$ cat src/rtl/uart_receiver.sv
// 8N1-style UART receiver: oversamples a two-flop-synchronised line on an external tick,
// confirms the start bit at mid-bit, samples data mid-bit LSB first and checks the stop bit.
module uart_receiver #(
    parameter int p_OVERSAMPLE = 16,
    parameter int p_DATA_BITS  = 8
) (
    input  logic                   i_CLK,
    input  logic                   i_RESET,
    input  logic                   i_SAMPLE_EN,
    input  logic                   i_RX,
    output logic [p_DATA_BITS-1:0] o_DATA,
    output logic                   o_DATA_VALID,
    output logic                   o_FRAME_ERR,
    output logic                   o_RX_BUSY
);

    localparam int SCW = $clog2(p_OVERSAMPLE);
    localparam int BCW = $clog2(p_DATA_BITS) + 1;

    localparam logic [SCW-1:0] c_HALF_LAST = SCW'(p_OVERSAMPLE / 2 - 1);
    localparam logic [SCW-1:0] c_FULL_LAST = SCW'(p_OVERSAMPLE - 1);
    localparam logic [BCW-1:0] c_LAST_BIT  = BCW'(p_DATA_BITS - 1);

    typedef enum logic [1:0] {
        S_IDLE  = 2'd0,
        S_START = 2'd1,
        S_DATA  = 2'd2,
        S_STOP  = 2'd3
    } state_t;

    logic                   rx_meta_q;
    logic                   rx_sync_q;
    state_t                 state_q,   state_d;
    logic [SCW-1:0]         smp_cnt_q, smp_cnt_d;
    logic [BCW-1:0]         bit_cnt_q, bit_cnt_d;
    logic [p_DATA_BITS-1:0] shift_q,   shift_d;
    logic [p_DATA_BITS-1:0] data_q,    data_d;
    logic                   valid_q,   valid_d;
    logic                   ferr_q,    ferr_d;

    // Two-flop synchroniser on the asynchronous line, free-running on every clock
    always_ff @(posedge i_CLK) begin
        if (i_RESET) begin
            rx_meta_q <= 1'b1;
            rx_sync_q <= 1'b1;
        end else begin
            rx_meta_q <= i_RX;
            rx_sync_q <= rx_meta_q;
        end
    end

    // Next-state logic; state and counters only move on sample ticks
    always_comb begin
        state_d   = state_q;
        smp_cnt_d = smp_cnt_q;
        bit_cnt_d = bit_cnt_q;
        shift_d   = shift_q;
        data_d    = data_q;
        valid_d   = 1'b0;
        ferr_d    = 1'b0;

        if (i_SAMPLE_EN) begin
            case (state_q)
                S_IDLE: begin
                    if (!rx_sync_q) begin
                        smp_cnt_d = {SCW{1'b0}};
                        state_d   = S_START;
                    end else begin
                        state_d   = S_IDLE;
                    end
                end
                S_START: begin
                    if (smp_cnt_q == c_HALF_LAST) begin
                        if (rx_sync_q) begin
                            state_d   = S_IDLE;
                        end else begin
                            smp_cnt_d = {SCW{1'b0}};
                            bit_cnt_d = {BCW{1'b0}};
                            state_d   = S_DATA;
                        end
                    end else begin
                        smp_cnt_d = smp_cnt_q + SCW'(1);
                    end
                end
                S_DATA: begin
                    if (smp_cnt_q == c_FULL_LAST) begin
                        shift_d   = {rx_sync_q, shift_q[p_DATA_BITS-1:1]};
                        smp_cnt_d = {SCW{1'b0}};
                        if (bit_cnt_q == c_LAST_BIT) begin
                            state_d   = S_STOP;
                        end else begin
                            bit_cnt_d = bit_cnt_q + BCW'(1);
                        end
                    end else begin
                        smp_cnt_d = smp_cnt_q + SCW'(1);
                    end
                end
                S_STOP: begin
                    if (smp_cnt_q == c_FULL_LAST) begin
                        if (rx_sync_q) begin
                            data_d  = shift_q;
                            valid_d = 1'b1;
                        end else begin
                            ferr_d  = 1'b1;
                        end
                        state_d = S_IDLE;
                    end else begin
                        smp_cnt_d = smp_cnt_q + SCW'(1);
                    end
                end
                default: begin
                    state_d = S_IDLE;
                end
            endcase
        end else begin
            state_d = state_q;
        end
    end

    // State, counter, shift and output registers
    always_ff @(posedge i_CLK) begin
        if (i_RESET) begin
            state_q   <= S_IDLE;
            smp_cnt_q <= {SCW{1'b0}};
            bit_cnt_q <= {BCW{1'b0}};
            shift_q   <= {p_DATA_BITS{1'b0}};
            data_q    <= {p_DATA_BITS{1'b0}};
            valid_q   <= 1'b0;
            ferr_q    <= 1'b0;
        end else begin
            state_q   <= state_d;
            smp_cnt_q <= smp_cnt_d;
            bit_cnt_q <= bit_cnt_d;
            shift_q   <= shift_d;
            data_q    <= data_d;
            valid_q   <= valid_d;
            ferr_q    <= ferr_d;
        end
    end

    assign o_DATA       = data_q;
    assign o_DATA_VALID = valid_q;
    assign o_FRAME_ERR  = ferr_q;
    assign o_RX_BUSY    = (state_q != S_IDLE);

endmodule
$ cat config.mk
export PLATFORM = sky130hd
export DESIGN_NAME = uart_receiver
export DESIGN_NICKNAME = d
export VERILOG_FILES = /design/src/rtl/uart_receiver.sv
export SDC_FILE = /design/constraint.sdc
export NUM_CORES = 1
export LEC_CHECK = 0
export ABC_CLOCK_PERIOD_IN_PS = 2700
export BUFFER_PORTS_ARGS = -buffer_cell sky130_fd_sc_hd__buf_2
export CORE_ASPECT_RATIO = 1.2
export CORE_MARGIN = 10
export CORE_UTILIZATION = 50
export DETAILED_ROUTE_END_ITERATION = 8
export GPL_ROUTABILITY_DRIVEN = 0
export PLACE_DENSITY = 0.7
export SYNTH_ARGS = -nofsm -noshare
export SYNTH_HDL_FRONTEND = slang
export SYNTH_SLANG_ARGS = --single-unit
$ cat constraint.sdc
create_clock -name i_CLK -period 2.7 [get_ports i_CLK]
set_input_delay 0.54 -clock i_CLK [delete_from_list [all_inputs] [get_ports i_CLK]]
set_output_delay 0.54 -clock i_CLK [all_outputs]
set_load 0.05 [all_outputs]
# ---- After elaboration in Yosys (flattened, before gate mapping)
# Index checks and enable logic that the tools add are counted.
dict set report word_totals {
  reg_bits 30
  inputBits 4
  word_cells 55
}
dict set report op_classes {
  n_addsub 2
  n_eq_ne 13
  mux 19
  bitwise 3
  n_reduce_logical 9
}
# cell n
set ops {}
lappend ops {{$mux W4} 8}
lappend ops {{$pmux W4 S4} 1}
lappend ops {{$ne A2 B2 Y1 const B} 7}
lappend ops {{$mux W2} 5}
lappend ops {{$add A4 B1 Y4 const B} 2}
lappend ops {{$eq A4 B3 Y1 const B} 2}
lappend ops {{$pmux W2 S4} 1}
lappend ops {{$pmux W4 S2} 1}
lappend ops {{$reduce_and A6 Y1} 1}
lappend ops {{$reduce_and A5 Y1} 1}
lappend ops {{$eq A2 B2 Y1 const B} 2}
lappend ops {{$eq A4 B4 Y1 const B} 1}
lappend ops {{$reduce_and A4 Y1} 1}
lappend ops {{$reduce_bool A2 Y1} 2}
lappend ops {{$reduce_or A4 Y1} 1}
lappend ops {{$mux W1} 3}
lappend ops {{$not A1 Y1} 3}
lappend ops {{$reduce_and A3 Y1} 1}
lappend ops {{$eq A2 B1 Y1 const B} 1}
lappend ops {{$logic_not A2 Y1} 1}
lappend ops {{$reduce_and A2 Y1} 1}

# ---- Longest topological paths before layout
# Gate-level depths: netlist of the first run.
dict set report depth {
  word_depth 4
  depth_mapped 7
  mapped_depth_nobuf 5
}

# ---- Worst setup path after synthesis of the first run
# Ideal clock, no wire load.
dict set report synth_path {
  path_type {input-to-reg}
  start {input i_SAMPLE_EN}
  end {register bit_cnt_q[1]}
  arrival_time_ns 1.577
  setup_slack_ns 1.006
  path_stages 4
  n_path_buf 1
  cell_sequence {buf_6 > and3b_1 > or4b_1 > a41o_1}
}
dict set report synth_via {
  elab_chain_cells 1
}
# item line_no
set synth_rtl {}
lappend synth_rtl {{start: declaration} 9} ;# input logic i_SAMPLE_EN,
lappend synth_rtl {{$reduce_and A6 Y1 (no line)} n/a}
lappend synth_rtl {{end signal: assignment} 125} ;# bit_cnt_q <= {BCW{1'b0}};
lappend synth_rtl {{end signal: assignment} 133} ;# bit_cnt_q <= bit_cnt_d;
lappend synth_rtl {{end: declaration} 35} ;# logic [BCW-1:0] bit_cnt_q, bit_cnt_d;
# No other way between the ends.
# A chain may end at the register's enable or synchronous reset.

# ---- Worst setup path in the final report of the first run
dict set report layout_path {
  start {register smp_cnt_q[0]}
  end {register bit_cnt_q[0]}
}
dict set report layout_via {
  elab_chain_cells 3
}
# item line_no
set layout_rtl {}
lappend layout_rtl {{start: declaration} 34} ;# logic [SCW-1:0] smp_cnt_q, smp_cnt_d;
lappend layout_rtl {{start signal: assignment} 124} ;# smp_cnt_q <= {SCW{1'b0}};
lappend layout_rtl {{start signal: assignment} 132} ;# smp_cnt_q <= smp_cnt_d;
lappend layout_rtl {{$eq A4 B4 Y1 / $eq A4 B3 Y1 (equally long branches)} {86, 73}}
lappend layout_rtl {{$ne A2 B2 Y1 (no line)} n/a}
lappend layout_rtl {{$reduce_and A6 Y1 (no line) *} n/a}
# Mark *: on every way between the ends. The rest lies on a longest branch, timed or not.

==> impl_metrics.toml, run 1 <==
[logic_synthesis]
yosys.cell_types.count = 38
synth_fa_ha_area_share_pct = 1.87
ys_seq_area_share_pct = 44.8
synth-simple-area-share_pct = 22.6
syn_area_um2 = 1340
synth_seq_cells = 30
yosys.area_share.xor_xnor_pct = 0.654
synth_top_cell_area_share_pct = 44.8
yosys_warnings = 0
yosysTopAreaCell = "dfxtp_1"
synth_area_leaders = "dfxtp_1 (45%), nand2_1 (6.2%), mux2i_1 (6.0%)"
postSynthAreaPerCell_um2 = 9.12
synthMuxAreaShare_pct = 5.98
synth_nets = 153
syn_inst = 147
synth_compound_area_share_pct = 16.3
synth_top_family_by_area = "simple AND/OR/NAND/NOR gates"

[worst_setup_path]
cp_max_fo = 8
critical-path-top-delay-family = "simple AND/OR/NAND/NOR gates"
worstPathArrival_ps = 2210
crit_path_end = "bit_cnt_q[0]"
startpoint = "smp_cnt_q[0]"
reg2reg_to = "bit_cnt_q[0]"
cp_slowest_cell = "and4_1"
max_stage_delay_ps = 420
critPathKind = "register to register"
r2r_setup_slack_ps = 750
crit_buf_inv = 0
r2r_start = "smp_cnt_q[0]"
r2r_cells = 5
crit_chain = "ha_1, and4_1, o2111ai_1, or2_2, a21oi_1"
worstSetupPathDepth = 5
setup.worst_path.start_class = "register"
endpoint_kind = "register"
cp.required_ps = 2960

[power_and_ir_drop]
p_int_w = 0.000578
switching_share_pct = 22.9
clock_power_share_pct = 36.7
pwr-share-comb_pct = 3.5
pwr_density_cell_nw_per_um2 = 522
peakVddDrop_uv = 346
pwr-share-seq_pct = 59.8
p_leak_nw = 0.606
p_sw_w = 0.000171

[cells_and_area]
finalNetCount = 164
seq_area_um2 = 601
syn_to_final_growth_pct = 7.00
multi_input_area_um2 = 636
fin_util_pct = 56.2
antenna_cells = 0
design_area_um2 = 1430
drive_above_1_share_pct = 18.2
fillers = 243

[clock_tree]
ctsHoldBuffers = 0
cts_buffer_depth = 2
cts_root_buf = "clkbuf_4"
cts_resized = 0
clk_latency_ps = 320
cts_tree = "yes"
clock-sinks = 30
cts-buffers-inserted = 5
cts_htree_levels = 2
path_clk_slew_ps = 90
post-cts-setup-buffers = 0

[placement]
placed_area_um2 = 1370
numPortBuffers = 14
hpwl_mm = 1.86
dpl_worst_slack_ps = 752

[grt]
grt_max_degree = 28
grt_pass1_vias = 1051
grt_antenna_before_repair = 0
top_usage_layer = "met2"
track_usage_pct = 11.4
grt_first_pass_wirelength_mm = 4.76
grtUsageMet3_pct = 4.65
grtUsageMet1_pct = 13.3
grt_overflow = 0
met2_usage_pct = 17.1

[floorplanning]
core_um2 = 2550
start_util_pct = 52.5
die_w_um = 67.3
die_y_um = 76.7
ios = 15
rows = 20
die_area_um2 = 5160

[routing]
viasPerCell = 5.70
vias = 1094
final_antenna_net_count = 0
wire_per_inst_um = 13.9
drt_iter0_markers = 39
dr.pass1.iters = 4
drc = 0
totalWireLength_mm = 2.67

[sta]
tns_ps = 0
setup_viol = 0
hold_viol_final = 0
fin_crit_sh_pct = 72.1
hold_slack_ps = 404
rsz0062_at_grt = "no"
tightest_slew_ps = 492
max_freq_ghz = 0.513
setup_ws_ps = 752
finalCriticalPeriod_ps = 1950
slew_viol_final = 0
skew_ps = 3.96
relSlewSlack_pct = 67.2

[worst_hold_path]
hold_path.class = "primary input to register"

[flow_run]
cap_violations = 0

[outcome]
status = "finished clean"
-- how the worst min path moves through the flow --
stage	start	endpoint	slack (ps)	depth (start not counted)
2_1_floorplan	rx_meta_q	rx_sync_q	390	1
3_3_place_gp	rx_meta_q	rx_sync_q	390	1
3_5_place_dp	rx_meta_q	rx_sync_q	390	1
4_1_cts	i_RX	rx_meta_q	390	2
5_1_grt	i_RX	rx_meta_q	400	2
6_report	i_RX	rx_meta_q	400	2
-- cell usage in the layout (no fill, tap or decap), types with 3 or more instances in the layout --
master     instances
dfxtp_1           30
nand2_1           22
buf_2             14
nor2_1            11
a21oi_1           11
mux2i_1            8
inv_1              7
nand3_1            5
clkbuf_4           5
or2_2              4
nand4_1            4
o31ai_1            3
o2bb2ai_1          3
-- cells in the mapped netlist, drive strengths merged --
cell type	count
dfxtp	30
and3	2
clkbuf	1
and4	2
o21a	1
o2111ai	2
or3	1
or2	4
o21ai	2
nand2	22
a21o	1
o2bb2ai	3
a21oi	11
ha	2
a221oi	1
nand4bb	1
nor2	11
a2111oi	1
a31oi	2
and3b	1
o311ai	1
xor2	1
a41o	1
nor4	2
a211oi	1
o211ai	1
o31ai	3
mux2i	8
nand3	5
nand4	5
inv	7
a311oi	1
or4b	1
buf	9
-- power groups by stage --
stage	Sequential [W]	Combinational [W]	Clock [W]
floorplan	0.000456	0.0000235	0
detailed placement	0.000458	0.0000258	0
finish	0.000448	0.0000262	0.000275
global placement	0.000458	0.0000251	0
global route	0.000448	0.0000289	0.000307
CTS	0.000448	0.0000258	0.000284
-- area by class of cell --
cell class	count	area share [%]
repair buffers	14	4.89
multi-input cells	100	44.3
inverters	7	1.83
flip-flops and latches	30	41.9
clock inverters	1	0.349
well taps	33	2.88
clock buffers	7	3.84
-- worst reg2reg max path: stages (launching register included) --
cell	delay (ps)
dfxtp_1	370
ha_1	280
and4_1	420
o2111ai_1	320
or2_2	360
a21oi_1	130
-- registers in the layout (all words and copies together) (netlist names), named ones only --
| name | flops |
|---|---|
| o_FRAME_ERR | 1 |
| rx_sync_q | 1 |
| bit_cnt_q | 4 |
| o_DATA | 8 |
| o_DATA_VALID | 1 |
| rx_meta_q | 1 |
| smp_cnt_q | 4 |
| state_q | 1 |
| shift_q | 8 |
-- routing by layer --
layer  up-vias  routed length (um)  share of wire [%]
met2        37                1270                 48
met1       498                1150                 43
met4         0                  55                2.1
met5         -                   0                  0
met3         7                 190                7.1
li1        552                   -                  -
-- cells by family after synthesis --
family	after synthesis
xor+xnor	1
simple gates	57
flops	30
buf+inv	17
compound gates	32
fa+ha+maj	2
mux	8
-- stage by stage --
stage / power [W] / std cells
after global routing: 0.000784 / 192
after global placement: 0.000483 / 184
final: 0.000749 / 192
after detailed placement: 0.000484 / 184
after CTS: 0.000757 / 192
after floorplan: 0.000480 / 147
Note: power is estimated with default switching activity, not from simulation.
==> run 2, diff against run 1 <==
- ABC_AREA: default -> 1
- ABC_CLOCK_PERIOD_IN_PS: 2700 -> 1600
- PLACE_DENSITY: 0.7 -> 0.72
- clock period: 2.7 -> 1.6 ns (I/O delays scaled with it)
==> impl_metrics.toml, run 2 <==
[outcome]
status = "finished clean"

[sta]
hold_slack_ps = 175
max_freq_ghz = 0.676
hold_viol_final = 0
relSlewSlack_pct = 69.4
setup_viol = 0
tightest_slew_ps = 459
slew_viol_final = 0
skew_ps = 11.8
finalCriticalPeriod_ps = 1480
tns_ps = 0
fin_crit_sh_pct = 92.5
rsz0062_at_grt = "no"

[worst_setup_path]
max_stage_delay_ps = 440
critPathKind = "register to output port"
critical-path-top-delay-family = "flip-flops"
cp.required_ps = 1280
worstPathArrival_ps = 1160
setup.worst_path.start_class = "register"
crit_chain = "nor2_2, inv_1, buf_2"
crit_buf_inv = 2
cp_max_fo = 6
cp_slowest_cell = "dfxtp_2"
endpoint_kind = "output port"

[clock_tree]
cts_buffer_depth = 2
cts_tree = "yes"
cts_root_buf = "clkbuf_4"
post-cts-setup-buffers = 0
clock-sinks = 30
clk_latency_ps = 330
cts-buffers-inserted = 5
path_clk_slew_ps = 100
cts_htree_levels = 2

[floorplanning]
core_um2 = 2580
rows = 20
die_w_um = 67.8
ios = 15
die_y_um = 77.4
die_area_um2 = 5250
start_util_pct = 53.2

[logic_synthesis]
ys_seq_area_share_pct = 43.8
yosysTopAreaCell = "dfxtp_1"
synth_seq_cells = 30
async_flop_share_pct = 0
ys_top_cells_by_count = "nor2_1 (35), nand2_1 (31), dfxtp_1 (30)"
synth_edf_count = 0
synth_area_leaders = "dfxtp_1 (44%), nor2_1 (9.6%), nand2_1 (8.5%)"
synth_top_cell_area_share_pct = 43.8
yosys.cell_types.count = 24
synth_nets = 192
postSynthAreaPerCell_um2 = 7.37
syn_area_um2 = 1370
yosys_warnings = 0
ys.flop_type = "dfxtp_1"
syn_inst = 186
yosysMostFrequentCell = "nor2_1"

[power_and_ir_drop]
p_leak_nw = 0.713
total_power_w = 0.00131
pwr_density_cell_nw_per_um2 = 825
peakVddDrop_uv = 682

[grt]
grt_antenna_before_repair = 0
met2_usage_pct = 19.4
grt_max_degree = 20
grtUsageMet1_pct = 13.3
grtUsageMet3_pct = 6.03
track_usage_pct = 12.0
grt_first_pass_wirelength_mm = 5.01
top_usage_layer = "met2"
grt_pass1_vias = 1170
grt_overflow = 0

[flow_run]
cap_violations = 0

[routing]
viasPerCell = 5.17
vias = 1250
dr.pass1.iters = 4
totalWireLength_mm = 2.95
final_antenna_net_count = 0
wire_per_inst_um = 12.2
drc = 0
drt_iter0_markers = 55

[placement]
numPortBuffers = 14
hpwl_mm = 2.12

[cells_and_area]
drive_above_1_share_pct = 22.5
syn_to_final_growth_pct = 16.1
mostFrequentLayoutCells = "nor2_1 (34), nand2_1 (31), dfxtp_1 (28)"
fin_util_pct = 61.7
final_common_cell = "nor2_1"
antenna_cells = 0
finalNetCount = 214

[worst_hold_path]
hold_path.class = "primary input to register"
[run 2: cell count changes in the layout (fill, tap and decap cells not counted), sizes merged, moves of 3 or more]
cell / delta
a21oi: +10
o31ai: -3
nor2: +30
nand4: -3
inv: +11
nand3: +8
o21ai: +18
mux2i: -8
buf: +3
o2bb2ai: -3
nand2: +10
[run 2: power breakdown]
group	leakage (nW)	total [W]	switching, W	internal [W]
clock	0.0343	0.000484	0.000273	0.000211
sequential	0.243	0.000760	0.00000730	0.000752
combinational	0.436	0.0000694	0.0000469	0.0000225
[run 2: worst paths after layout]
check / from / endpoint / slack, ps / cells after the start
hold reg to reg: rx_meta_q / rx_sync_q / 430 / 1
setup reg to reg: smp_cnt_q[0] / bit_cnt_q[0] / 160 / 7
setup / recovery: state_q[0] / o_RX_BUSY / 120 / 3
hold / removal: i_RX / rx_meta_q / 170 / 2
[run 2: per-stage QoR]
| step | cell area, um^2 | setup WS (ps) | cells |
|---|---|---|---|
| floorplan | 1370 | 210 | 186 |
| CTS | 1560 | 6.30 | 242 |
| global route | 1590 | 6.50 | 242 |
| detailed placement | 1500 | 53.5 | 234 |
| global placement | 1500 | 132 | 234 |
| finish | 1590 | 121 | 242 |
[run 2: worst reg2reg max path: stages, from the launching register on]
cell and delay (ps):
dfxtp_1 430, ha_4 200, nand3_4 130, nand2_1 150
nand2_1 60, nor2_1 170, nand3_1 110, a21oi_1 120
[run 2: kinds of logic after synthesis]
group | Yosys count | share of synthesized area (%)
AND/OR/NAND/NOR | 91 | 32.3
AO/OA/AOI/OAI | 42 | 16.0
flip-flops | 30 | 43.8
buffers and inverters | 20 | 5.47
adder cells (fa/ha/maj) | 2 | 1.82
XOR/XNOR | 1 | 0.639
[run 2: what timing repair did]
item,4_1_cts,5_1_grt
gates cloned,0,0
gates resized for setup,1,6
hold buffers,0,0
setup endpoints to repair,1,21
pin swaps,0,0
[run 2: cell type report]
cell class                 instances  area (um^2)
multi-input combinational        136          723
clock inverter                     2         12.5
inverter                          18         67.6
fill                             247          986
tap                               33         41.3
clock buffer                       6         51.3
timing repair buffer              17         92.6
sequential                        30          603
[run 2: per-layer routing]
metal / vias to the layer above / part of all wire [%]
met5: - / 0
met4: 0 / 0.64
met3: 2 / 4.4
met2: 21 / 52
met1: 570 / 43
li1: 657 / -
==> run 3, diff against run 2 <==
- BUFFER_PORTS_ARGS: -buffer_cell sky130_fd_sc_hd__buf_2 -> default
- DONT_BUFFER_PORTS: default -> 1
- PLACE_DENSITY: 0.72 -> 0.68
==> impl_metrics.toml, run 3 (synthesis results as in run 2) <==
[worst_setup_path]
crit_chain = "nor2_1, inv_2"
worstPathArrival_ps = 1200
crit_buf_inv = 1
cp_max_fo = 6
critPathKind = "register to output port"
critical-path-top-delay-family = "flip-flops"
max_stage_delay_ps = 500
worstSetupPathDepth = 2
cp.required_ps = 1280
setup.worst_path.start_class = "register"
cp_slowest_cell = "dfxtp_1"
r2r_cells = 7
endpoint_kind = "output port"

[clock_tree]
cts_htree_levels = 2
path_clk_slew_ps = 90
post-cts-setup-buffers = 0
clk_latency_ps = 330
cts-buffers-inserted = 5
ctsHoldBuffers = 0
cts_root_buf = "clkbuf_4"
clock-sinks = 30
cts_buffer_depth = 2
cts_tree = "yes"

[power_and_ir_drop]
p_leak_nw = 0.632
pwr_density_cell_nw_per_um2 = 864
total_power_w = 0.00129
peakVddDrop_uv = 587

[floorplanning]
die_w_um = 67.8
rows = 20
core_um2 = 2580
die_area_um2 = 5250
ios = 15
die_y_um = 77.4
start_util_pct = 53.2

[routing]
drc = 0
vias = 1176
dr.pass1.iters = 4
drt_iter0_markers = 73
totalWireLength_mm = 2.87
wire_per_inst_um = 12.6
viasPerCell = 5.18
final_antenna_net_count = 0

[grt]
grt_first_pass_wirelength_mm = 4.93
grt_overflow = 0
grt_antenna_before_repair = 0
grt_pass1_vias = 1119
grt_max_degree = 20
track_usage_pct = 11.9

[sta]
tightest_slew_ps = 524
finalCriticalPeriod_ps = 1520
rsz0062_at_grt = "no"
setup_viol = 0
fin_crit_sh_pct = 94.9
tns_ps = 0
hold_viol_final = 0
max_freq_ghz = 0.659
relSlewSlack_pct = 65.0
slew_viol_final = 0
skew_ps = 4.45
hold_slack_ps = 42.1

[cells_and_area]
fin_util_pct = 57.9
final_common_cell = "nor2_1"
mostFrequentLayoutCells = "nor2_1 (34), nand2_1 (31), dfxtp_1 (30)"
syn_to_final_growth_pct = 8.85
finalNetCount = 199
antenna_cells = 0
fillers = 253
drive_above_1_share_pct = 14.9
instances_no_fill = 227

[placement]
hpwl_mm = 2.10
numPortBuffers = 0
dp_cells = 219

[worst_hold_path]
hold_path.class = "primary input to register"
worstHoldPathCells = 1

[flow_run]
cap_violations = 0

[outcome]
status = "finished clean"
## run 3: layout make-up
class	count	area, um^2	area share [%]
clock buffer	7	55.1	3.69
sequential	30	601	40.2
inverter	18	67.6	4.53
multi-input combinational	136	708	47.4
timing repair buffer	2	15.0	1.01
tap	33	41.3	2.77
clock inverter	1	5.00	0.335
## run 3: repair_timing
| item | in CTS | in global routing |
|---|---|---|
| setup endpoints to repair | 1 | 15 |
| hold endpoints to repair | 0 | 0 |
| pin swaps | 0 | 0 |
| gates resized for setup | 1 | 4 |
## run 3: final timing paths
| kind | start | end | slack (ps) |
|---|---|---|---|
| worst min register to register | rx_meta_q | rx_sync_q | 420 |
| worst max-delay path | state_q[0] | o_RX_BUSY | 80 |
| worst min-delay path | i_RESET | smp_cnt_q[2] | 40 |
| worst max register to register | smp_cnt_q[0] | smp_cnt_q[2] | 140 |
## run 3: power by group
part / switching, W / internal, W / total [W] / leakage (nW)
clock network: 0.000259 / 0.000213 / 0.000471 / 0.0353
logic: 0.0000401 / 0.0000179 / 0.0000580 / 0.354
registers: 0.00000811 / 0.000752 / 0.000760 / 0.242
## run 3: metal layers
metal,global-route usage (%),share of wire [%]
met1,12.7,43
met3,4.17,5.7
met4,7.86,2.0
met5,0,0
met2,19.2,49
## run 3: through the flow
stage	setup slack, ps	cell area, um^2
2_1_floorplan	210	1370
4_1_cts	23.5	1480
3_5_place_dp	38.9	1420
5_1_grt	9.50	1490
3_3_place_gp	78.8	1420
6_report	81.6	1490
